[config.mk]
export PLATFORM = sky130hd
export DESIGN_NAME = neg_acc
export DESIGN_NICKNAME = d
export VERILOG_FILES = /design/src/rtl/neg_acc.sv
export SDC_FILE = /design/constraint.sdc
export NUM_CORES = 1
export LEC_CHECK = 0
export CORE_UTILIZATION = 50
export CTS_BUF_LIST = sky130_fd_sc_hd__clkbuf_8
export CTS_CLUSTER_SIZE = 16
export DETAILED_ROUTE_END_ITERATION = 12
export PLACE_DENSITY = 0.82
export SLEW_MARGIN = 20
export SYNTH_ARGS = -nofsm -noshare
export SYNTH_HDL_FRONTEND = slang
export SYNTH_SLANG_ARGS = --single-unit
[constraint.sdc]
create_clock -name clk -period 3.47 [get_ports clk]
set_input_delay 0.694 -clock clk [delete_from_list [all_inputs] [get_ports clk]]
set_output_delay 0.694 -clock clk [all_outputs]
set_load 0.02 [all_outputs]
[src/rtl/neg_acc.sv]
// Streaming signed accumulator: sums every CNT accepted samples into one DOUT-bit frame sum.
// Define NEG_ACC_SAT_EN to saturate each add instead of wrapping modulo 2^DOUT.
module neg_acc #(
  parameter int unsigned DIN  = 16,
  parameter int unsigned DOUT = 24,
  parameter int unsigned CNT  = 8
) (
  input  logic            clk,
  input  logic            rst,
  output logic            din_ready,
  input  logic            din_valid,
  input  logic [DIN-1:0]  din_data,
  input  logic            dout_ready,
  output logic            dout_valid,
  output logic [DOUT-1:0] dout_data
);

  localparam int unsigned CW = (CNT > 1) ? $clog2(CNT) : 1;
  localparam logic [CW-1:0] LAST = CW'(CNT - 1);
`ifdef NEG_ACC_SAT_EN
  localparam int unsigned AW = DOUT + 1;
  localparam logic [DOUT-1:0] SMAX = {1'b0, {(DOUT-1){1'b1}}};
  localparam logic [DOUT-1:0] SMIN = {1'b1, {(DOUT-1){1'b0}}};
`else
  localparam int unsigned AW = DOUT;
`endif

  logic [DOUT-1:0]      acc_q, acc_d;
  logic [CW-1:0]        cnt_q, cnt_d;
  logic [DOUT-1:0]      dout_q, dout_d;
  logic                 vld_q, vld_d;
  logic                 is_last, accept;
  logic signed [AW-1:0] samp_w, base_w, sum_w;
  logic [DOUT-1:0]      sum;

  assign is_last    = (cnt_q == LAST);
  assign din_ready  = !is_last || !vld_q || dout_ready;
  assign accept     = din_valid && din_ready;
  assign dout_valid = vld_q;
  assign dout_data  = dout_q;

  // Frame sum: first sample of a frame starts from zero rather than the stale acc.
  always_comb begin
    samp_w = AW'($signed(din_data));
    base_w = (cnt_q == '0) ? '0 : AW'($signed(acc_q));
    sum_w  = base_w + samp_w;
`ifdef NEG_ACC_SAT_EN
    if (sum_w[AW-1] != sum_w[AW-2]) begin
      sum = sum_w[AW-1] ? SMIN : SMAX;
    end else begin
      sum = sum_w[DOUT-1:0];
    end
`else
    sum = sum_w[DOUT-1:0];
`endif
  end

  always_comb begin
    acc_d  = acc_q;
    cnt_d  = cnt_q;
    dout_d = dout_q;
    vld_d  = vld_q && !dout_ready;
    if (accept) begin
      if (is_last) begin
        dout_d = sum;
        vld_d  = 1'b1;
        cnt_d  = '0;
      end else begin
        acc_d = sum;
        cnt_d = cnt_q + CW'(1);
      end
    end
  end

  always_ff @(posedge clk or negedge rst) begin
    if (!rst) begin
      acc_q  <= '0;
      cnt_q  <= '0;
      dout_q <= '0;
      vld_q  <= 1'b0;
    end else begin
      acc_q  <= acc_d;
      cnt_q  <= cnt_d;
      dout_q <= dout_d;
      vld_q  <= vld_d;
    end
  end

endmodule

# After elaboration in Yosys (flattened, before gate mapping)
# Cells that the tools add are included.
# word_totals
register_bits,52
elab_cells,22
input_bits,20
output_inout_bits,26
# op_classes
add_sub_neg,2
eq_ne,1
reduce_logical,10
n_bitwise,1
muxes,4
# ops
cell,count
$add A24 B16 Y24,1
$mux W24,1
$reduce_and A2 Y1,2
$add A3 B1 Y3 const B,1
$eq A3 B3 Y1 const B,1
$logic_not A1 Y1,3
$logic_not A3 Y1,1
$mux W3,1
$logic_and A1 B1 Y1,2
$logic_or A1 B1 Y1,2
$mux W1,2
$not A1 Y1,1

# Longest topological paths before layout
# depth
word_depth,6
mapped_depth,14
mapped_depth_nobuf,13

# Least setup slack after synthesis
# Ideal clock, no wire load.
# synth_path
path_type,register -> register
from,reg cnt_q[0]
to,"reg dout_q[22], in the netlist dout_data[22]"
t_required_ns,3.334
period_less_slack_ns,2.770
setup_ns,0.136
stages_incl_launch_ff,14
arrival_time_ns,2.634
slack_ns,0.700
path_buffers,0
cell_sequence,dfrtp_1 -> inv_1 -> ha_1 -> nand2b_1 -> and2_1 -> ha_1 -> fa_1 -> a21o_1 -> a221o_1 -> o22ai_2 -> o21ai_2 -> o21bai_2 -> xor2_1 -> mux2i_1
# synth_via
elab_chain_cells,6
word_cells_on_any_way,9
cone_classes,1 x add/sub; 1 x eq/ne; 1 x mux; 6 x reduce/logical
# synth_lines
element,line_no,source
"start, declared",29,"logic [CW-1:0] cnt_q, cnt_d;"
"start signal, assigned",83,cnt_q <= cnt_d;
"parallel branches: the longest is 6 deep, another holds $add A24 B16 Y24",-,
"end signal, assigned",84,dout_q <= dout_d;
"end, declared",30,"logic [DOUT-1:0] dout_q, dout_d;"
# Parallel ways; which one is timed is not known.
# A chain may end at the register's enable or synchronous reset.

# Worst setup path after layout
# layout_path
from,reg cnt_q[0]
to,"reg dout_q[16], in the netlist dout_data[16]"
# The elaborated chain is that of the path after synthesis.

==> impl_metrics.json <==
{
  "crit_path_start_kind": "flip-flop",
  "syn-num-nets": 413,
  "place_area_um2": 3780,
  "synth_compound_area_frac": 0.188,
  "top_layer": "met4",
  "end_kind": "flip-flop",
  "vias": 2698,
  "setup_viol": 0,
  "antenna_found_initial": 0,
  "seq_area_frac_synth": 0.398,
  "drc": 0,
  "clk_latency_ns": 0.31,
  "synth_fa_ha_area_frac": 0.106,
  "cts.sinks": 52,
  "layout.nets": 455,
  "place_congestion": 0.852,
  "netlist.area_leader.share": 0.398,
  "rr_endpoint": "dout_data[16]",
  "synth_area_leader_cell": "dfrtp_1",
  "synth-edff-count": 0,
  "wl_met3_um": 230,
  "worstReg2RegStart": "cnt_q[0]",
  "ctsResizeCount": 0,
  "diodes": 0,
  "place_ws_ns": 0.202,
  "fmax_ghz": 0.323,
  "slew_headroom": 0.574,
  "first_iter_violations": 146,
  "routed_wl_mm": 7.01,
  "rsz0062_at_grt": "false",
  "min_period_over_period": 0.892,
  "tightestPinTransition_ns": 0.639,
  "hold_violations": 0,
  "port_buffers": 45,
  "tns_ns": 0,
  "die_w_um": 82.8,
  "synth_seq_cells": 52,
  "die_height_um": 82.8,
  "worst_slack_ns": 0.375,
  "startpoint": "cnt_q[0]",
  "synth_simple_gate_area_share": 0.192,
  "gr-total-overflow": 0,
  "htreeDepth": 2,
  "power_density_nw_per_um2": 981,
  "via_per_inst": 5.55,
  "root_buffer": "clkbuf_8",
  "postSynthCellCount": 366,
  "die_area_um2": 6860,
  "layout_common_cells": "nand2_1 (67), dfrtp_1 (52), clkdlybuf4s50_1 (44)",
  "reg2reg_slack_ns": 0.37,
  "synth.avg_cell_area_um2": 8.92,
  "grt_usage": 0.213,
  "core_area_um2": 6310,
  "path_max_fanout": 6,
  "place_hpwl_mm": 5.15,
  "arrival_ns": 3.27,
  "synth.cell_area_um2": 3270,
  "holdBufCountCts": 0,
  "leakagePower_nw": 1.72,
  "grt_max_degree": 49,
  "first_pass_iters": 4,
  "hold_slack_ns": 0.389,
  "row_count": 29,
  "ios": 46,
  "area_delta_synth_final_pct": 18.4,
  "postCtsSetupBuffers": 0,
  "crit_type": "reg -> reg",
  "required_ns": 3.65,
  "fin_cells": 486,
  "grt_pass1_vias": 2585,
  "vdd_drop_max_mv": 0.517,
  "dp_cells": 478,
  "wl_met2_mm": 3.24,
  "wl_per_cell_um": 14.4,
  "p_sw_frac": 0.451,
  "r2r_cells": 13,
  "ff_latch_area_um2": 1300,
  "floorplan.initialDensity": 0.517,
  "cts_inserted_buffers": 5,
  "cts.clk_slew.worst_paths_ns": 0.10,
  "pwr-share-seq": 0.273,
  "p_int_mw": 2.08,
  "total_power_mw": 3.79,
  "synthMuxAreaShare": 0.0264,
  "yosys-top-cells-area": "dfrtp_1 (40%), ha_1 (10%), nand2_1 (7.7%)",
  "crit_end": "dout_data[16]",
  "final_core_util": 0.612,
  "switching_power_mw": 1.71,
  "yosys_warnings": 0,
  "grt_pass1_wl_mm": 12.2,
  "final_common_cell": "nand2_1",
  "synth-xor-area-share": 0.0590,
  "synthArstFlopShare": 1.00,
  "status": "finished, final reports clean",
  "ys_types": 47,
  "multi_input_area_um2": 1860,
  "period_needed_ns": 3.10,
  "max_cap_viol_count": 0,
  "finalInstanceArea_um2": 3860,
  "maxSlewViolCount": 0,
  "fill_cells": 568,
  "cts_buffer_depth": 2,
  "postRouteAntennaNets": 0,
  "hp-class": "in -> async",
  "drt-met1-wl_mm": 3.50,
  "synth_flop_cell": "dfrtp_1",
  "cts_tree": "built",
  "pwr-share-comb": 0.634,
  "drive_gt1_frac": 0.0709,
  "synth_top_family_by_area": "simple AND/OR/NAND/NOR gates",
  "p_clk_frac": 0.093,
  "fin_skew_ns": 0.00940
}
-- metal layers --
layer	global-route usage	vias up
met5	0	-
met4	0.0439	0
met3	0.0328	4
met2	0.343	54
met1	0.306	1280
li1	-	1360
-- layout make-up --
class,count,share of cell area
multi-input combinational,291,0.482
sequential,52,0.337
timing repair buffer,51,0.127
tap,77,0.0249
clock buffer,5,0.0178
inverter,7,0.00680
clock inverter,3,0.00486
-- logic make-up (layout without fill, tap and decap cells) --
family                     after synthesis  after routing
adders and majority gates               27             27
buffers and inverters                   23             66
and+or+nand+nor                        129            129
xor gates and xnor gates                22             22
AOI/OAI and AO/OA                      105            105
DFF                                     52             52
muxes                                    8              8
-- synth_stat cells (4+ instances only) --
cell type,instances
o21ai_1,23
o21ai_0,35
inv_1,7
nor2_1,8
clkbuf_1,11
xnor2_1,9
mux2_2,5
dfrtp_1,52
nand3_1,4
a21oi_1,21
nand2_1,67
xor2_1,13
a31oi_1,5
ha_1,26
and2_1,25
-- power groups by stage --
stage	clock, mW	combinational (mW)	sequential (mW)
2_1_floorplan	0	1.59	1.17
3_3_place_gp	0	2.32	1.04
3_5_place_dp	0	2.38	1.05
4_1_cts	0.360	2.40	1.04
5_1_grt	0.386	2.67	1.08
6_report	0.353	2.40	1.04
-- worst max-delay path: stages (launching register included) --
cell	delay, ns
dfrtp_1	0.41
inv_1	0.07
ha_1	0.14
nand2b_1	0.14
and2_1	0.20
ha_1	0.20
fa_1	0.41
a21o_1	0.20
a221o_1	0.37
o22ai_2	0.23
nor2_2	0.08
a31oi_1	0.21
xor2_1	0.21
o21ai_1	0.09
-- sequential cells by signal, summed over array words and instances, names as in the netlist --
signal and cells:
dout_data 24, cnt_q 3, dout_valid 1, acc_q 24
-- worst min-delay path by stage --
stage                        start           end  depth (start not counted)  slack, ns
after floorplan                rst      acc_q[0]                          0       0.40
after global placement    acc_q[8]      acc_q[8]                          2       0.45
after detailed placement  acc_q[7]      acc_q[7]                          2       0.47
after CTS                      rst  dout_data[9]                          1       0.41
after global routing           rst  dout_data[9]                          1       0.43
final                          rst  dout_data[9]                          1       0.39
Note: power is estimated with default switching activity, not from simulation.
